==> config.mk <==
export PLATFORM = sky130hd
export DESIGN_NAME = tanimoto_cmp
export DESIGN_NICKNAME = d
export VERILOG_FILES = /design/src/rtl/tanimoto_cmp.sv
export SDC_FILE = /design/constraint.sdc
export NUM_CORES = 1
export LEC_CHECK = 0
export ABC_AREA = 1
export BUFFER_PORTS_ARGS = -buffer_cell sky130_fd_sc_hd__buf_2
export CAP_MARGIN = 20
export CORE_MARGIN = 4
export CORE_UTILIZATION = 59
export DETAILED_ROUTE_END_ITERATION = 16
export PLACE_DENSITY_LB_ADDON = 0.12
export SYNTH_ARGS = -nofsm -noshare
export SYNTH_HDL_FRONTEND = slang
export SYNTH_SLANG_ARGS = --single-unit
==> constraint.sdc <==
create_clock -name clk -period 5.8 [get_ports clk]
set_input_delay 1.16 -clock clk [delete_from_list [all_inputs] [get_ports clk]]
set_output_delay 1.16 -clock clk [all_outputs]
set_load 0.01 [all_outputs]
==> src/rtl/tanimoto_cmp.sv <==
// Tanimoto similarity comparator: aligns tagged items with upstream popcounts and tests
// C/(A+B-C) >= T/2^THRESHOLD_WIDTH by cross-multiplication over three register stages.
module tanimoto_cmp #(
   parameter int unsigned VECTOR_WIDTH    = 920,
   parameter int unsigned CNT_LATENCY     = 4,
   parameter int unsigned THRESHOLD_WIDTH = 8,
   parameter int unsigned ID_WIDTH        = 16,
   localparam int unsigned CW             = $clog2(VECTOR_WIDTH) + 1
) (
   input  logic                       clk,
   input  logic                       rstn,
   input  logic                       i_Valid,
   input  logic [CW-1:0]              i_CntA,
   input  logic [CW-1:0]              i_CntB,
   input  logic [CW-1:0]              i_CntAnd,
   input  logic [THRESHOLD_WIDTH-1:0] i_Threshold,
   input  logic                       i_IdClear,
   output logic                       o_Valid,
   output logic                       o_Hit,
   output logic                       o_Err,
   output logic [ID_WIDTH-1:0]        o_Id
);

   localparam int unsigned UW = CW + 1;
   localparam int unsigned PW = CW + THRESHOLD_WIDTH + 1;

   // ID counter
   logic [ID_WIDTH-1:0] id_q, id_d, entry_id;

   always_comb begin
      id_d     = id_q;
      entry_id = id_q;
      if (i_IdClear) begin
         entry_id = '0;
         id_d     = i_Valid ? ID_WIDTH'(1) : '0;
      end else if (i_Valid) begin
         id_d = id_q + ID_WIDTH'(1);
      end
   end

   always_ff @(posedge clk or negedge rstn) begin
      if (!rstn) begin
         id_q <= '0;
      end else begin
         id_q <= id_d;
      end
   end

   // Alignment line: the last entry meets the counts its vectors produced.
   logic                line_vld_q [CNT_LATENCY];
   logic [ID_WIDTH-1:0] line_id_q  [CNT_LATENCY];

   always_ff @(posedge clk or negedge rstn) begin
      if (!rstn) begin
         for (int unsigned i = 0; i < CNT_LATENCY; i++) begin
            line_vld_q[i] <= 1'b0;
            line_id_q[i]  <= '0;
         end
      end else begin
         line_vld_q[0] <= i_Valid;
         line_id_q[0]  <= entry_id;
         for (int unsigned i = 1; i < CNT_LATENCY; i++) begin
            line_vld_q[i] <= line_vld_q[i-1];
            line_id_q[i]  <= line_id_q[i-1];
         end
      end
   end

   // Stage S1: union count, consistency check, threshold capture
   logic                       s1_vld_q, s1_err_q, s1_err_d;
   logic [ID_WIDTH-1:0]        s1_id_q;
   logic [UW-1:0]              s1_u_q, s1_u_d;
   logic [CW-1:0]              s1_c_q;
   logic [THRESHOLD_WIDTH-1:0] s1_t_q;

   always_comb begin
      s1_u_d   = {1'b0, i_CntA} + {1'b0, i_CntB} - {1'b0, i_CntAnd};
      s1_err_d = (i_CntAnd > i_CntA) || (i_CntAnd > i_CntB);
   end

   always_ff @(posedge clk or negedge rstn) begin
      if (!rstn) begin
         s1_vld_q <= 1'b0;
         s1_err_q <= 1'b0;
         s1_id_q  <= '0;
         s1_u_q   <= '0;
         s1_c_q   <= '0;
         s1_t_q   <= '0;
      end else begin
         s1_vld_q <= line_vld_q[CNT_LATENCY-1];
         s1_err_q <= s1_err_d;
         s1_id_q  <= line_id_q[CNT_LATENCY-1];
         s1_u_q   <= s1_u_d;
         s1_c_q   <= i_CntAnd;
         s1_t_q   <= i_Threshold;
      end
   end

   // Stage S2: cross-multiplied operands, full width
   logic                s2_vld_q, s2_err_q, s2_unz_q;
   logic [ID_WIDTH-1:0] s2_id_q;
   logic [PW-1:0]       s2_l_q, s2_r_q, s2_l_d, s2_r_d;

   always_comb begin
      s2_l_d = {1'b0, s1_c_q, {THRESHOLD_WIDTH{1'b0}}};
      s2_r_d = PW'(s1_u_q) * PW'(s1_t_q);
   end

   always_ff @(posedge clk or negedge rstn) begin
      if (!rstn) begin
         s2_vld_q <= 1'b0;
         s2_err_q <= 1'b0;
         s2_unz_q <= 1'b0;
         s2_id_q  <= '0;
         s2_l_q   <= '0;
         s2_r_q   <= '0;
      end else begin
         s2_vld_q <= s1_vld_q;
         s2_err_q <= s1_err_q;
         s2_unz_q <= (s1_u_q != '0);
         s2_id_q  <= s1_id_q;
         s2_l_q   <= s2_l_d;
         s2_r_q   <= s2_r_d;
      end
   end

   // Stage S3: decision; hit/err gated by valid so they read 0 on empty slots
   logic                s3_vld_q, s3_hit_q, s3_err_q, s3_hit_d, s3_err_d;
   logic [ID_WIDTH-1:0] s3_id_q;

   always_comb begin
      s3_hit_d = s2_vld_q && s2_unz_q && !s2_err_q && (s2_l_q >= s2_r_q);
      s3_err_d = s2_vld_q && s2_err_q;
   end

   always_ff @(posedge clk or negedge rstn) begin
      if (!rstn) begin
         s3_vld_q <= 1'b0;
         s3_hit_q <= 1'b0;
         s3_err_q <= 1'b0;
         s3_id_q  <= '0;
      end else begin
         s3_vld_q <= s2_vld_q;
         s3_hit_q <= s3_hit_d;
         s3_err_q <= s3_err_d;
         s3_id_q  <= s2_id_q;
      end
   end

   assign o_Valid = s3_vld_q;
   assign o_Hit   = s3_hit_q;
   assign o_Err   = s3_err_q;
   assign o_Id    = s3_id_q;

endmodule

Word-level counts from Yosys, hierarchy flattened
Cells that the tools add are included.
- magnitude comparators: 3
- $add $sub $neg: 3
- multiply operators: 1
- reductions and logical operators: 8
- multiplexer cells: 4
- operators with widths (operator ; count):
    $mux W16 ; 3
    $gt A11 B11 Y1 ; 2
    $ge A19 B20 Y1 ; 1
    $mul A12 B8 Y20 ; 1
    $add A16 B1 Y16 const B ; 1
    $add A11 B11 Y12 ; 1
    $reduce_bool A12 Y1 ; 1
    $sub A12 B11 Y12 ; 1
    $logic_and A1 B1 Y1 ; 4
    $reduce_bool A2 Y1 ; 1
    $logic_not A1 Y1 ; 1
    $logic_or A1 B1 Y1 ; 1
    $mux W1 ; 1
- bits of input ports: 45
- register bits: 202
- word-level logic and storage cells: 44
- output and inout bits: 19

Depth between registers and ports, before layout
- depth after elaboration: 3
- gate-level depth with buffers: 20
- depth with buffers taken out: 19

Worst setup path before layout
OpenSTA, ideal clock, no wires.
- path kind: reg2reg
- start point: register s1_t_q[7]
- end point: register s2_r_q[18]
- period minus slack after synthesis: 3.933 ns
- slack: 1.867 ns
- buffers on the path: 1
- cell stages (with the launch flop): 19
- library setup time: 0.117 ns
- data required time: 5.683 ns
- arrival time: 3.816 ns
- path through: dfrtp_1 clkbuf_1 nand2_1 fa_1 fa_1 inv_1 fa_1 inv_1 fa_1 inv_1 ha_1 nand2_1 nand2_1 a21oi_1 nand2_1 nand2_1 nand2_1 nand2_1 nand2_1
- longest elaborated chain between the ends: 1
- ends and longest elaborated chain (what ; RTL line ; RTL):
    start, declared ; 74 ; logic [THRESHOLD_WIDTH-1:0] s1_t_q;
    start signal, assigned ; 95 ; s1_t_q <= i_Threshold;
    $mul A12 B8 Y20 ; 106 ; s2_r_d = PW'(s1_u_q) * PW'(s1_t_q);
    via s2_r_d[18] ; 102 ; logic [PW-1:0] s2_l_q, s2_r_q, s2_l_d, s2_r_d;
    end signal, assigned ; 123 ; s2_r_q <= s2_r_d;
    end, declared ; 102 ;
The timed path passes the listed nets, and every way through them passes these cells.
A chain may end at the register's enable or synchronous reset.

Final worst setup path
- start point: register s1_u_q[6]
- end point: register s2_r_q[19]
- longest elaborated chain between the ends: 1
- ends and longest elaborated chain (what ; RTL line ; RTL):
    start, declared ; 72 ; logic [UW-1:0] s1_u_q, s1_u_d;
    start signal, assigned ; 93 ; s1_u_q <= s1_u_d;
    $mul A12 B8 Y20 ; 106 ;
    via s2_r_d[19] ; 102 ;
The timed path passes the listed nets, and every way through them passes these cells.

==> key figures <==
Status
  – Status: complete, no violations

Timing
  – Slew @ Worst Pin: 0.873 ns
  – Final hold violation count: 0
  – Clock skew: 0.0227 ns
  – Relative slew slack: 41.8%
  – Final setup vio count: 0
  – Setup TNS: 0 ns
  – Slew Limit Fails: 0
  – Final Cycle Share: 72.1%
  – RSZ-0062 raised after global routing: no
  – Highest clock rate: 239 MHz
  – Tmin final: 4.18 ns
  – Setup WS post-layout: 1.62 ns

Die
  – Starting density of the core: 60.5%
  – IO Pins: 64
  – Die Span Y: 144 um
  – Cell row count: 49
  – Die ar.: 20900 um2
  – Die width: 144 um
  – CORE AREA: 18100 um2

Clock network
  – CTS root buf: clkbuf_16
  – Max Root-Sink Buffers: 3
  – Setup Buffers After CTS: 0
  – Post-CTS sizing: 0
  – Clock-pin slew on the worst setup and hold paths: 0.07 ns
  – CTS H-tree lvls: 1
  – CTS Buf Count: 22
  – # clock sinks: 202
  – CTS tree: built
  – CTS Hold Bufs: 0
  – Worst-skew pair later-pin latency: 0.52 ns

Cells and area
  – Register area: 5050 um2
  – Most frequent cells in the layout: 309 x inv_1, 289 x nand2_1, 202 x dfrtp_1
  – NumNets Final: 1452
  – Layout cells sized above 1: 9.09%
  – Fill cell count: 1423
  – Ant. Diodes: 0
  – Final core occ: 67.7%
  – Area delta synth->final: 11.9%
  – Multi-input gate area: 4660 um2
  – Commonest non-fill, non-tap cell in the layout: inv_1

Synthesis
  – Top_reg_cell synth: dfrtp_1
  – Number of flops mapped to enable cells by yosys: 0
  – Ys Warns: 0
  – Post-synthesis cell count: 1186
  – Post-synth ARST share: 100%
  – Synth Area in Adders: 22.7%
  – Largest family of logic cells by synthesized area: adder cells
  – Synth Area in XOR/XNOR: 1.28%
  – Mapped cell area: 11000 um2
  – Post-synthesis sequential area ratio: 46.0%
  – Register bit total from synthesis: 202
  – Post-synthesis mux area share: 0%
  – Synth unique cells: 36
  – Compound-Gate Fraction of Synth Area: 2.59%
  – Simple-gate area share of the yosys netlist: 15.8%
  – Syn_area_per_cell: 9.26 um2
  – Syn Nets: 1388

Worst setup path
  – Most used cell, CP: nand2_1
  – CP Class: reg -> reg
  – Crit path capture type: flop
  – CP max-delay cell: fa_1
  – CP Data Arrival Time: 4.59 ns
  – Critical path required time: 6.21 ns
  – Worst stage delay on the critical path: 0.53 ns
  – R2R Setup Slk: 1.62 ns
  – Crit path cell chain: nand2_1, inv_1, fa_1, inv_1, fa_1, inv_1, fa_1, inv_1, fa_1, inv_1, ha_1, nand2_1, inv_1, nand2_1, nand2_1, a21oi_1, nand2_1, nand2_1, nand2_1
  – CP bufs+invs: 6
  – Peak fanout along the critical path: 9
  – Delay-heaviest family, CP: adder cells
  – Startpoint Class: flop

Routing
  – DRT Pass-1 Iters: 5
  – Final wirelength: 20700 um
  – Vias: 7268
  – DRT iter0 DRCs: 419
  – Routed length per instance: 13.9 um
  – DRC violations left: 0
  – Post-DR vias/cell: 4.86
  – Final ANT Viol Nets: 0

Global routing
  – First-pass GRT wire length: 35500 um
  – Antenna violations before repair: 0
  – Vias in the first global route: 7540
  – GR Util All Layers: 21.4%
  – Gr ovfl total: 0
  – Pin count of the biggest net entering global routing: 178

Worst hold path
  – Min-delay worst type: reg -> reg

Place
  – I/O Buffers: 63
  – Detailed Place HPWL: 15300 um
  – Post-place setup slack: 1.66 ns
  – RD Place Congestion: 0.909

Run
  – Max cap viols: 0
## flip-flops by register name, indices dropped and copies added, names as in the netlist
name and count:
s1_err_q 1, s1_u_q 12, s1_vld_q 1, o_Valid 1, o_Hit 1, line_id_q 64, s2_vld_q 1, id_q 16
s1_t_q 8, s2_err_q 1, s2_id_q 16, line_vld_q 4, s2_unz_q 1, o_Id 16, s1_id_q 16, s2_l_q 11
s2_r_q 20, o_Err 1, s1_c_q 11
## cells in the mapped netlist (2+ instances only)
cell type | number | area (um2)
buf_1 | 4 | 15.0
xnor2_1 | 6 | 52.6
nand3b_1 | 2 | 15.0
nor4_1 | 3 | 18.8
o211ai_1 | 2 | 15.0
fa_1 | 71 | 1420
or2_1 | 2 | 12.5
inv_2 | 2 | 7.51
o21ai_1 | 4 | 20.0
dfrtp_1 | 202 | 5050
buf_2 | 2 | 10.0
ha_1 | 86 | 1080
nand3_1 | 30 | 150
a21oi_1 | 31 | 155
nor2_4 | 2 | 22.5
nand4_1 | 9 | 56.3
inv_1 | 309 | 1160
nand2_2 | 4 | 25.0
o21ai_0 | 9 | 45.0
nand2_1 | 289 | 1080
nor2_1 | 72 | 270
o21a_1 | 2 | 15.0
nor3_1 | 5 | 25.0
clkbuf_1 | 17 | 63.8
xor2_1 | 10 | 87.6
## final cells by class
class / instances / share of cell area [%]
clock inverter: 7 / 0.754
multi-input combinational: 648 / 37.9
inverter: 312 / 9.53
clock buffer: 32 / 5.52
tap: 229 / 2.33
timing repair buffer: 64 / 2.80
sequential: 202 / 41.1
## worst reg2reg max path, cell delays in order, from the launching register on
cell,delay (ns)
dfrtp_1,0.52
nand2_1,0.13
inv_1,0.06
fa_1,0.53
inv_1,0.06
fa_1,0.53
inv_1,0.06
fa_1,0.52
inv_1,0.05
fa_1,0.53
inv_1,0.05
ha_1,0.36
nand2_1,0.13
inv_1,0.07
nand2_1,0.08
nand2_1,0.07
a21oi_1,0.16
nand2_1,0.07
nand2_1,0.05
nand2_1,0.04
## per-layer routing
metal	global-route usage (%)	routed length, um	up-vias
met2	35.2	9690	189
met3	3.67	1150	48
met5	0	0	-
met1	29.1	9190	3439
met4	7.66	693	0
li1	-	-	3592
## final timing paths
check / from / to / cells after the start
hold / removal: s1_err_q / s2_err_q / 0
max in group asynchronous: rstn / line_id_q[50] / 2
setup / recovery: s1_u_q[6] / s2_r_q[19] / 19
setup reg to reg: s1_u_q[6] / s2_r_q[19] / 19
min in group asynchronous: rstn / s1_u_q[4] / 1
hold reg to reg: s1_err_q / s2_err_q / 0
## logic make-up (layout without fill, tap and decap cells)
group | Yosys count | after routing
DFF | 202 | 202
AOI/OAI and AO/OA | 52 | 52
adders and majority gates | 157 | 157
xor gates and xnor gates | 16 | 16
and+or+nand+nor | 423 | 423
buffers and inverters | 336 | 415
## through the flow
step                      area, um2  instances  hold slack, ns
after CTS                     12300       1494           0.337
after detailed placement      11500       1455           0.335
final                         12300       1494           0.332
after global routing          12300       1494           0.347
after global placement        11500       1455           0.331
after floorplan               11000       1186           0.331
Power is not shown: default switching activity piles up to over one toggle a cycle in this logic, so the estimate is an artifact.
